**src/rtl/stereo_frame_sched.sv**
```systemverilog
// Interleaves left/right sample streams into one output FIFO as L,R frames.
// Pair-atomic frame start plus a watchdog that zero-fills a missing right sample.
module stereo_frame_sched #(
  parameter int DATA_SIZE      = 32,
  parameter int COUNT_WIDTH    = 32,
  parameter int TIMEOUT_CYCLES = 1024,
  parameter int PAIR_ATOMIC    = 1
) (
  input  logic                   clock,
  input  logic                   reset,
  input  logic                   enable,
  input  logic                   clear_err,
  input  logic [DATA_SIZE-1:0]   left_in_dout,
  input  logic                   left_in_empty,
  output logic                   left_in_rd_en,
  input  logic [DATA_SIZE-1:0]   right_in_dout,
  input  logic                   right_in_empty,
  output logic                   right_in_rd_en,
  output logic [DATA_SIZE-1:0]   out_din,
  output logic                   out_wr_en,
  input  logic                   out_full,
  output logic                   out_chan,
  output logic [COUNT_WIDTH-1:0] pair_count,
  output logic                   skew_err,
  output logic                   busy
);

  // wd counts right-empty stall cycles; reaching WD_FIRED means the watchdog has
  // fired and a zero sample goes out on the next cycle the output has room.
  localparam logic [15:0] WD_FIRED = 16'(TIMEOUT_CYCLES);

  typedef enum logic {S_L, S_R} state_t;

  state_t                 state_reg, state_next;
  logic [COUNT_WIDTH-1:0] pair_count_reg, pair_count_next;
  logic                   skew_err_reg, skew_err_next;
  logic [15:0]            wd_reg, wd_next;
  logic                   go_l, go_r, sub;

  always_ff @(posedge clock or posedge reset) begin
    if (reset) begin
      state_reg      <= S_L;
      pair_count_reg <= '0;
      skew_err_reg   <= 1'b0;
      wd_reg         <= '0;
    end else begin
      state_reg      <= state_next;
      pair_count_reg <= pair_count_next;
      skew_err_reg   <= skew_err_next;
      wd_reg         <= wd_next;
    end
  end

  always_comb begin
    state_next      = state_reg;
    pair_count_next = pair_count_reg;
    skew_err_next   = skew_err_reg & ~clear_err;
    wd_next         = wd_reg;
    left_in_rd_en   = 1'b0;
    right_in_rd_en  = 1'b0;
    out_wr_en       = 1'b0;
    out_din         = '0;
    out_chan        = 1'b0;

    go_l = enable & ~left_in_empty & ~out_full & ((PAIR_ATOMIC == 0) | ~right_in_empty);
    go_r = ~right_in_empty & ~out_full;
    sub  = (wd_reg == WD_FIRED) & right_in_empty & ~out_full;

    case (state_reg)
      S_L: begin
        if (go_l) begin
          left_in_rd_en = 1'b1;
          out_wr_en     = 1'b1;
          out_din       = left_in_dout;
          state_next    = S_R;
        end
      end
      S_R: begin
        if (go_r) begin
          right_in_rd_en  = 1'b1;
          out_wr_en       = 1'b1;
          out_din         = right_in_dout;
          out_chan        = 1'b1;
          pair_count_next = pair_count_reg + 1'b1;
          wd_next         = '0;
          state_next      = S_L;
        end else if (sub) begin
          out_wr_en       = 1'b1;
          out_chan        = 1'b1;
          pair_count_next = pair_count_reg + 1'b1;
          skew_err_next   = 1'b1;
          wd_next         = '0;
          state_next      = S_L;
        end else if (right_in_empty && wd_reg != WD_FIRED) begin
          // Only a missing right sample advances the watchdog; out_full stalls hold it.
          wd_next = wd_reg + 16'd1;
        end
      end
      default: state_next = S_L;
    endcase

    if (reset) begin
      left_in_rd_en  = 1'b0;
      right_in_rd_en = 1'b0;
      out_wr_en      = 1'b0;
      out_din        = '0;
      out_chan       = 1'b0;
    end
  end

  assign pair_count = pair_count_reg;
  assign skew_err   = skew_err_reg;
  assign busy       = (state_reg == S_R);

endmodule
```
**config.mk**
```make
export PLATFORM = sky130hd
export DESIGN_NAME = stereo_frame_sched
export DESIGN_NICKNAME = d
export VERILOG_FILES = /design/src/rtl/stereo_frame_sched.sv
export SDC_FILE = /design/constraint.sdc
export NUM_CORES = 1
export LEC_CHECK = 0
export CAP_MARGIN = 40
export CORE_UTILIZATION = 41
export CTS_CLUSTER_DIAMETER = 120
export DETAILED_ROUTE_END_ITERATION = 6
export HOLD_SLACK_MARGIN = 0.15
export PLACE_DENSITY = 0.77
export SETUP_SLACK_MARGIN = 0.4
export SLEW_MARGIN = 20
export SYNTH_ARGS = -nofsm -noshare
export SYNTH_HDL_FRONTEND = slang
export SYNTH_SLANG_ARGS = --single-unit
```
**constraint.sdc**
```tcl
create_clock -name clock -period 2.3 [get_ports clock]
set_input_delay 0.23 -clock clock [delete_from_list [all_inputs] [get_ports clock]]
set_output_delay 0.23 -clock clock [all_outputs]
set_load 0.1 [all_outputs]
```
==> metrics.md, run 1 <==
| Metric | Value |
|---|---|
| I/O Buffers | `140` |
| CP required | `2.07 ns` |
| Grt total ovfl | `0` |
| CP Max Fanout | `6` |
| Die Y | `87.3 um` |
| # diodes | `0` |
| Filler cells | `306` |
| Crit path cell chain | `buf_2 -> or4b_4 -> nor3_4 -> buf_6 -> buf_12 -> buf_16 -> a22o_4 -> buf_12` |
| Fraction of the yosys area taken by sequential cells | `41.9%` |
| Layout cell share with drive strength beyond 1 | `49.5%` |
| Post-route setup TNS | `0 ns` |
| Synth Flop Type | `dfrtp_1` |
| RSZ-0062 raised after global routing | `true` |
| Most frequent cells in the layout | `clkdlybuf4s50_1 (65), buf_4 (60), buf_12 (45)` |
| GRT Total Usage | `31.4%` |
| Crit share post-route | `93.5%` |
| Drt pass-1 iters | `5` |
| Worst setup SP type | `input port` |
| Post-Place Cell Area | `0.00522 mm2` |
| CTS Buf Count | `5` |
| Peak supply drop | `330 uV` |
| Register area | `0.00131 mm2` |
| R2r worst-path depth | `8` |
| #FFs+latches synth | `50` |
| Placed Cells incl. Taps | `525` |
| CP Data Arrival Time | `1.92 ns` |
| Clock Latency Late Sink | `0.32 ns` |
| Die width | `87.3 um` |
| Nets | `548` |
| Layout area overhead | `102%` |
| Wire per inst | `23.7 um` |
| Hold Path Depth | `3` |
| Post-synthesis cell type count | `43` |
| Commonest non-fill, non-tap cell in the layout | `clkdlybuf4s50_1` |
| CTS Sinks | `50` |
| Critical Path End Type | `output port` |
| DRC Markers | `0` |
| Mapped Cells | `289` |
| Syn avg cell area | `10.3 um2` |
| Maxcap violations | `0` |
| Power Dens Cells | `540 mW/mm2` |
| Yosys warning total | `0` |
| Final Cell Area | `0.00603 mm2` |
| Routability Congestion | `0.835` |
| Slew Viols, Final | `0` |
| Via count | `3,477` |
| Worst Tran Pin Value | `0.791 ns` |
| Synth async-reset ratio | `100%` |
| CTS Root Cell | `clkbuf_8` |
| Setup Viol. Count Final | `0` |
| Slowest CP cell | `or4b_4` |
| CP Class | `input port to output port` |
| IO Count | `141` |
| Fmax | `0.465 GHz` |
| CP peak stage delay | `0.58 ns` |
| Most used cell, CP | `buf_12` |
| First-pass GRT wire length | `18,200 um` |
| Leakage power | `2.63 nW` |
| Post-Layout Cell Count | `571` |
| Area of the multi-input gates | `0.00209 mm2` |
| Via density per instance | `6.09` |
| Core area | `0.00691 mm2` |
| Total power | `3.25 mW` |
| ANT nets after route | `0` |
| Status | `finished, final reports clean` |
| Vias in the first global route | `3,463` |
| Final wirelength | `13,500 um` |
| Clock transition at the registers of the reported paths | `0.10 ns` |
| Initial Util | `43.2%` |
| DR iter-0 viols | `330` |
| H-tree level count | `2` |
| Min Clock Period, post-route | `2.15 ns` |
| Post-synth EDFFs | `0` |
| Max FFs per register | `32` |
| Hold slack | `0.260 ns` |
| Post-DP HPWL | `7230 um` |
| Die footprint | `0.00762 mm2` |
| # rows | `30` |
| Final Skew | `0.0130 ns` |
| Largest net degree at the start of global routing | `51` |
| Final hold violation count | `0` |
| Hold Path Class | `input port to register` |
| CTS tree | `done` |
| Synthesized Nets | `363` |
| Initial antenna violation count | `0` |
| Slew Limit Headroom | `46.9%` |
| Mapped Area | `0.00298 mm2` |
| Max Buffers Root-to-Sink | `2` |
==> critical path, delay by kind of cell <==
family | cells | cell delay (ns)
AND/OR/NAND/NOR | 2 | 0.84
AO/OA/AOI/OAI | 1 | 0.15
buffers and inverters | 5 | 0.69
==> path summary, 6_finish.rpt <==
kind                       slack, ns      startpoint             end
setup / recovery                0.15   left_in_empty     out_din[24]
hold / removal                  0.26   left_in_empty            busy
setup reg to reg                0.30       wd_reg[0]  pair_count[10]
hold reg to reg                 0.49  pair_count[20]  pair_count[20]
max in group asynchronous       1.27           reset   pair_count[0]
min in group asynchronous       0.52           reset      wd_reg[14]
==> stage by stage <==
step | utilization [%] | worst slack, ns
2_1_floorplan | - | 0.270
4_1_cts | 84.0 | 0.252
3_3_place_gp | 75.5 | 0.0430
3_5_place_dp | 75.5 | 0.0240
5_1_grt | 87.3 | 0.128
6_report | 87.3 | 0.149
==> Yosys cell counts, drive strengths merged, types with 4 or more instances <==
master   n  area, um2
a22o    33        289
nand3   18       90.1
nor3    11       66.3
nor2    10       37.5
o31ai    4       30.0
nand4   24        150
o21ai    8       40.0
nand2   15       56.3
dfrtp   50       1250
nor4    11        145
inv      9       33.8
xor2    10       87.6
xnor2   21        184
mux2i    5       50.1
buf      9       51.3
clkbuf   6       22.5
and3     8       50.1
==> cell families after synthesis <==
kind of cell | synth area share, %
and+or+nand+nor | 24.7
AOI/OAI and AO/OA | 16.9
DFF | 41.9
xor gates and xnor gates | 9.10
buffers and inverters | 3.61
muxes | 2.43
adders and majority gates | 1.26
==> report_power, final <==
group	total (mW)	switching (mW)	internal (mW)
sequential	1.12	0.142	0.983
combinational	1.58	0.969	0.614
clock	0.546	0.326	0.220
==> routing by layer <==
layer  up-vias  global-route usage (%)  part of all wire, %
met5         -                       0                    0
met4         0                    15.1                  5.0
met3        53                    6.82                  7.4
met2       231                    56.7                   53
met1      1705                    34.9                   34
li1       1488                       -                    -
==> area by class of cell <==
cell class	count	share of cell area, %
clock buffer	5	1.14
sequential	50	21.7
clock inverter	3	0.415
inverter	9	0.623
multi-input combinational	215	34.6
timing repair buffer	193	39.5
tap	96	1.99
==> repair_timing <==
action | CTS | global route
gates resized for setup | 50 | 22
pin swaps | 37 | 12
cloned | 7 | 3
endpoints found under the setup margin | 58 | 76
hold buffers | 0 | 0
setup buffers | 22 | 6
No activity file was read; power rests on OpenSTA's default activity.
==> run 2: changes to the inputs <==
--- a/config.mk
+++ b/config.mk
@@ -6,6 +6,7 @@
 export NUM_CORES = 1
 export LEC_CHECK = 0
 export CAP_MARGIN = 40
+export CORE_MARGIN = 3
 export CORE_UTILIZATION = 41
 export CTS_CLUSTER_DIAMETER = 120
 export DETAILED_ROUTE_END_ITERATION = 6
==> run 2 against run 1 <==
Effect of this change: design area up 2.3%; die area up 9.4%; core utilization up 2.0 points; routed wire length up 1.6%; flip-flop and latch count unchanged; first-iteration DRC count down 21%; global-route usage down 2.7 points; total power up 9.0%; fmax down 0.51%; worst hold slack worse by 0.064 ns; clock power up 38%; critical path type is now register to output port.
==> metrics.md, run 2 (synthesis results as in run 1) <==
| Metric | Value |
|---|---|
| Via density per instance | `6.23 (+2.3%)` |
| DR iter-0 viols | `261 (-21%)` |
| I/O Buffers | `140 (unchanged)` |
| R2r worst-path depth | `9 (+1)` |
| Core area | `0.00691 mm2 (unchanged)` |
| Nets | `548 (unchanged)` |
| First-pass GRT wire length | `18,900 um (+3.6%)` |
| Hold Buf Count CTS | `0 (unchanged)` |
| Max FFs per register | `32 (unchanged)` |
| Final Skew | `0.0112 ns (-0.00184 ns)` |
| Slew Viols, Final | `0 (unchanged)` |
| Via count | `3,556 (+2.3%)` |
| Sequential share of power | `32.4% (-2.2 points)` |
| CP required | `2.07 ns (about the same)` |
| Worst Min Path Start | `left_in_empty` |
| CTS Root Cell | `clkbuf_8` |
| Wire per inst | `24.1 um (+1.6%)` |
| DRC Markers | `0 (unchanged)` |
| ANT nets after route | `0 (unchanged)` |
| Post-place setup slack | `-0.00626 ns (-0.0303 ns)` |
| Max Buffers Root-to-Sink | `2 (unchanged)` |
| Crit share post-route | `94.0% (+0.48 points)` |
| Critical Path End Type | `output port` |
| Clk pwr share | `21.3% (+4.5 points)` |
| CP bufs+invs | `2 (-3)` |
| Routability Congestion | `0.849 (+1.7%)` |
| Setup Viol. Count Final | `0 (unchanged)` |
| Power Dens Cells | `575 mW/mm2 (+6.5%)` |
| Die footprint | `0.00833 mm2 (+9.4%)` |
| CTS Sinks | `50 (unchanged)` |
| Die width | `91.3 um (+4.6%)` |
| Initial antenna violation count | `0 (unchanged)` |
| # diodes | `0 (unchanged)` |
| Hold slack | `0.196 ns (-0.0644 ns)` |
| Layout cell share with drive strength beyond 1 | `50.3% (+0.84 points)` |
| Hold EP | `busy` |
| CTS Buf Count | `5 (unchanged)` |
| Core Util, Final | `89.3% (+2.0 points)` |
| Status | `finished, final reports clean` |
| Post-DP HPWL | `7410 um (+2.4%)` |
| Min Clock Period, post-route | `2.16 ns (+0.0111 ns)` |
| # rows | `30 (unchanged)` |
| IO Count | `141 (unchanged)` |
| Final wirelength | `13,700 um (+1.6%)` |
| CTS tree | `done` |
| Layout area overhead | `107%` |
| Sw Share | `42.2% (-2.0 points)` |
| Leakage power | `2.71 nW (+3.0%)` |
| Crit path cell chain | `inv_2 -> ha_4 -> and4bb_2 -> a41oi_2 -> nor2_4 -> a21o_4 -> buf_12` |
| Maxcap violations | `0 (unchanged)` |
| Vias in the first global route | `3,536 (+2.1%)` |
| CP peak stage delay | `0.41 ns (-0.17 ns)` |
| Placed Cells incl. Taps | `524 (-0.19%)` |
| GRT Total Usage | `28.7% (-2.7 points)` |
| Slew Limit Headroom | `55.6% (+8.7 points)` |
| Initial Util | `43.2% (unchanged)` |
| Drt pass-1 iters | `6 (+1)` |
| Reg-to-Reg Start | `wd_reg[1]` |
| Pint | `2.05 mW (+13%)` |
| Worst r2r dst | `pair_count[14]` |
| Final hold violation count | `0 (unchanged)` |
| Worst setup SP type | `register` |
| Post-Layout Cell Count | `571 (unchanged)` |
| Clock transition at the registers of the reported paths | `0.09 ns (about the same)` |
| Peak supply drop | `371 uV (+12%)` |
| Power share of the combinational group | `46.3% (-2.3 points)` |
| Grt total ovfl | `0 (unchanged)` |
| RSZ-0062 raised after global routing | `true` |
| Clock Latency Late Sink | `0.32 ns (about the same)` |
| Die Y | `91.3 um (+4.6%)` |
| Hold Path Class | `input port to register` |
| Flop2flop setup slack | `0.17 ns (-0.13 ns)` |
| Worst Tran Pin Value | `0.661 ns (-0.130 ns)` |
| CP Data Arrival Time | `1.93 ns (about the same)` |
| Largest net degree at the start of global routing | `51 (unchanged)` |
| CP top delay family | `simple AND/OR/NAND/NOR gates` |
| Hold Path Depth | `3 (unchanged)` |
| Commonest non-fill, non-tap cell in the layout | `clkdlybuf4s50_1` |
| Fmax | `0.462 GHz (-0.51%)` |
| Psw | `1.50 mW (+4.1%)` |
| Most frequent cells in the layout | `clkdlybuf4s50_1 (65), buf_4 (62), buf_12 (42)` |
| CP Class | `register to output port` |
| H-tree level count | `2 (unchanged)` |
| Worst Slack Setup Final | `0.138 ns (-0.0111 ns)` |
| Slowest CP cell | `dfrtp_1` |
| CP Max Fanout | `3 (-3)` |
[run 2: power by group through the flow]
stage / logic (mW) / clock network [mW] / registers, mW
floorplan: 0.581 / 0 / 1.43
global placement: 1.29 / 0 / 1.15
detailed placement: 1.31 / 0 / 1.15
CTS: 1.49 / 0.747 / 1.12
global route: 1.71 / 0.795 / 1.15
finish: 1.64 / 0.756 / 1.15
[run 2: layer usage]
layer,global-route usage (%),part of all wire [%]
met4,8.92,4.5
met2,51.7,52
met1,31.5,33
met3,10.1,11
met5,0,0
[run 2: final cells by class]
class                           count  area, um2
Timing Repair Buffer              193       2420
Multi-Input combinational cell    215       2150
Sequential cell                    50       1310
Fill cell                         303        738
Tap cell                           96        120
Clock buffer                        5       68.8
Clock inverter                      3       68.8
Inverter                            9       37.5
[run 2: worst max path at each step]
stage | depth (start not counted) | start | end | slack [ns]
floorplan | 8 | wd_reg[0] | out_chan | 0.27
global placement | 6 | right_in_empty | out_din[1] | 0.02
detailed placement | 6 | right_in_empty | out_din[1] | -0.006
CTS | 7 | wd_reg[1] | out_chan | 0.29
global route | 7 | wd_reg[1] | out_wr_en | 0.09
finish | 7 | wd_reg[1] | out_wr_en | 0.14
[run 2: per-stage QoR]
| stage | instance area, um2 | TNS (ns) | total power, mW |
|---|---|---|---|
| after CTS | 5860 | 0 | 3.35 |
| after detailed placement | 5210 | -0.00874 | 2.45 |
| after global routing | 6170 | 0 | 3.66 |
| final | 6170 | 0 | 3.55 |
| after global placement | 5210 | 0 | 2.43 |
| after floorplan | 3420 | 0 | 2.01 |
[run 2: worst reg2reg max path, delay by kind of cell (launching register included)]
family | cells | cell delay (ns)
buffers and inverters | 4 | 0.60
AND/OR/NAND/NOR | 2 | 0.53
flip-flops | 1 | 0.41
adder cells (fa/ha/maj) | 1 | 0.14
AO/OA/AOI/OAI | 1 | 0.20
XOR/XNOR | 1 | 0.19
[run 2: repair_timing]
item,in CTS,in global routing
gates cloned,8,5
gates resized for setup,55,29
hold endpoints to repair,0,0
buffers inserted,18,8
pin swaps,42,39
setup endpoints to repair,63,73
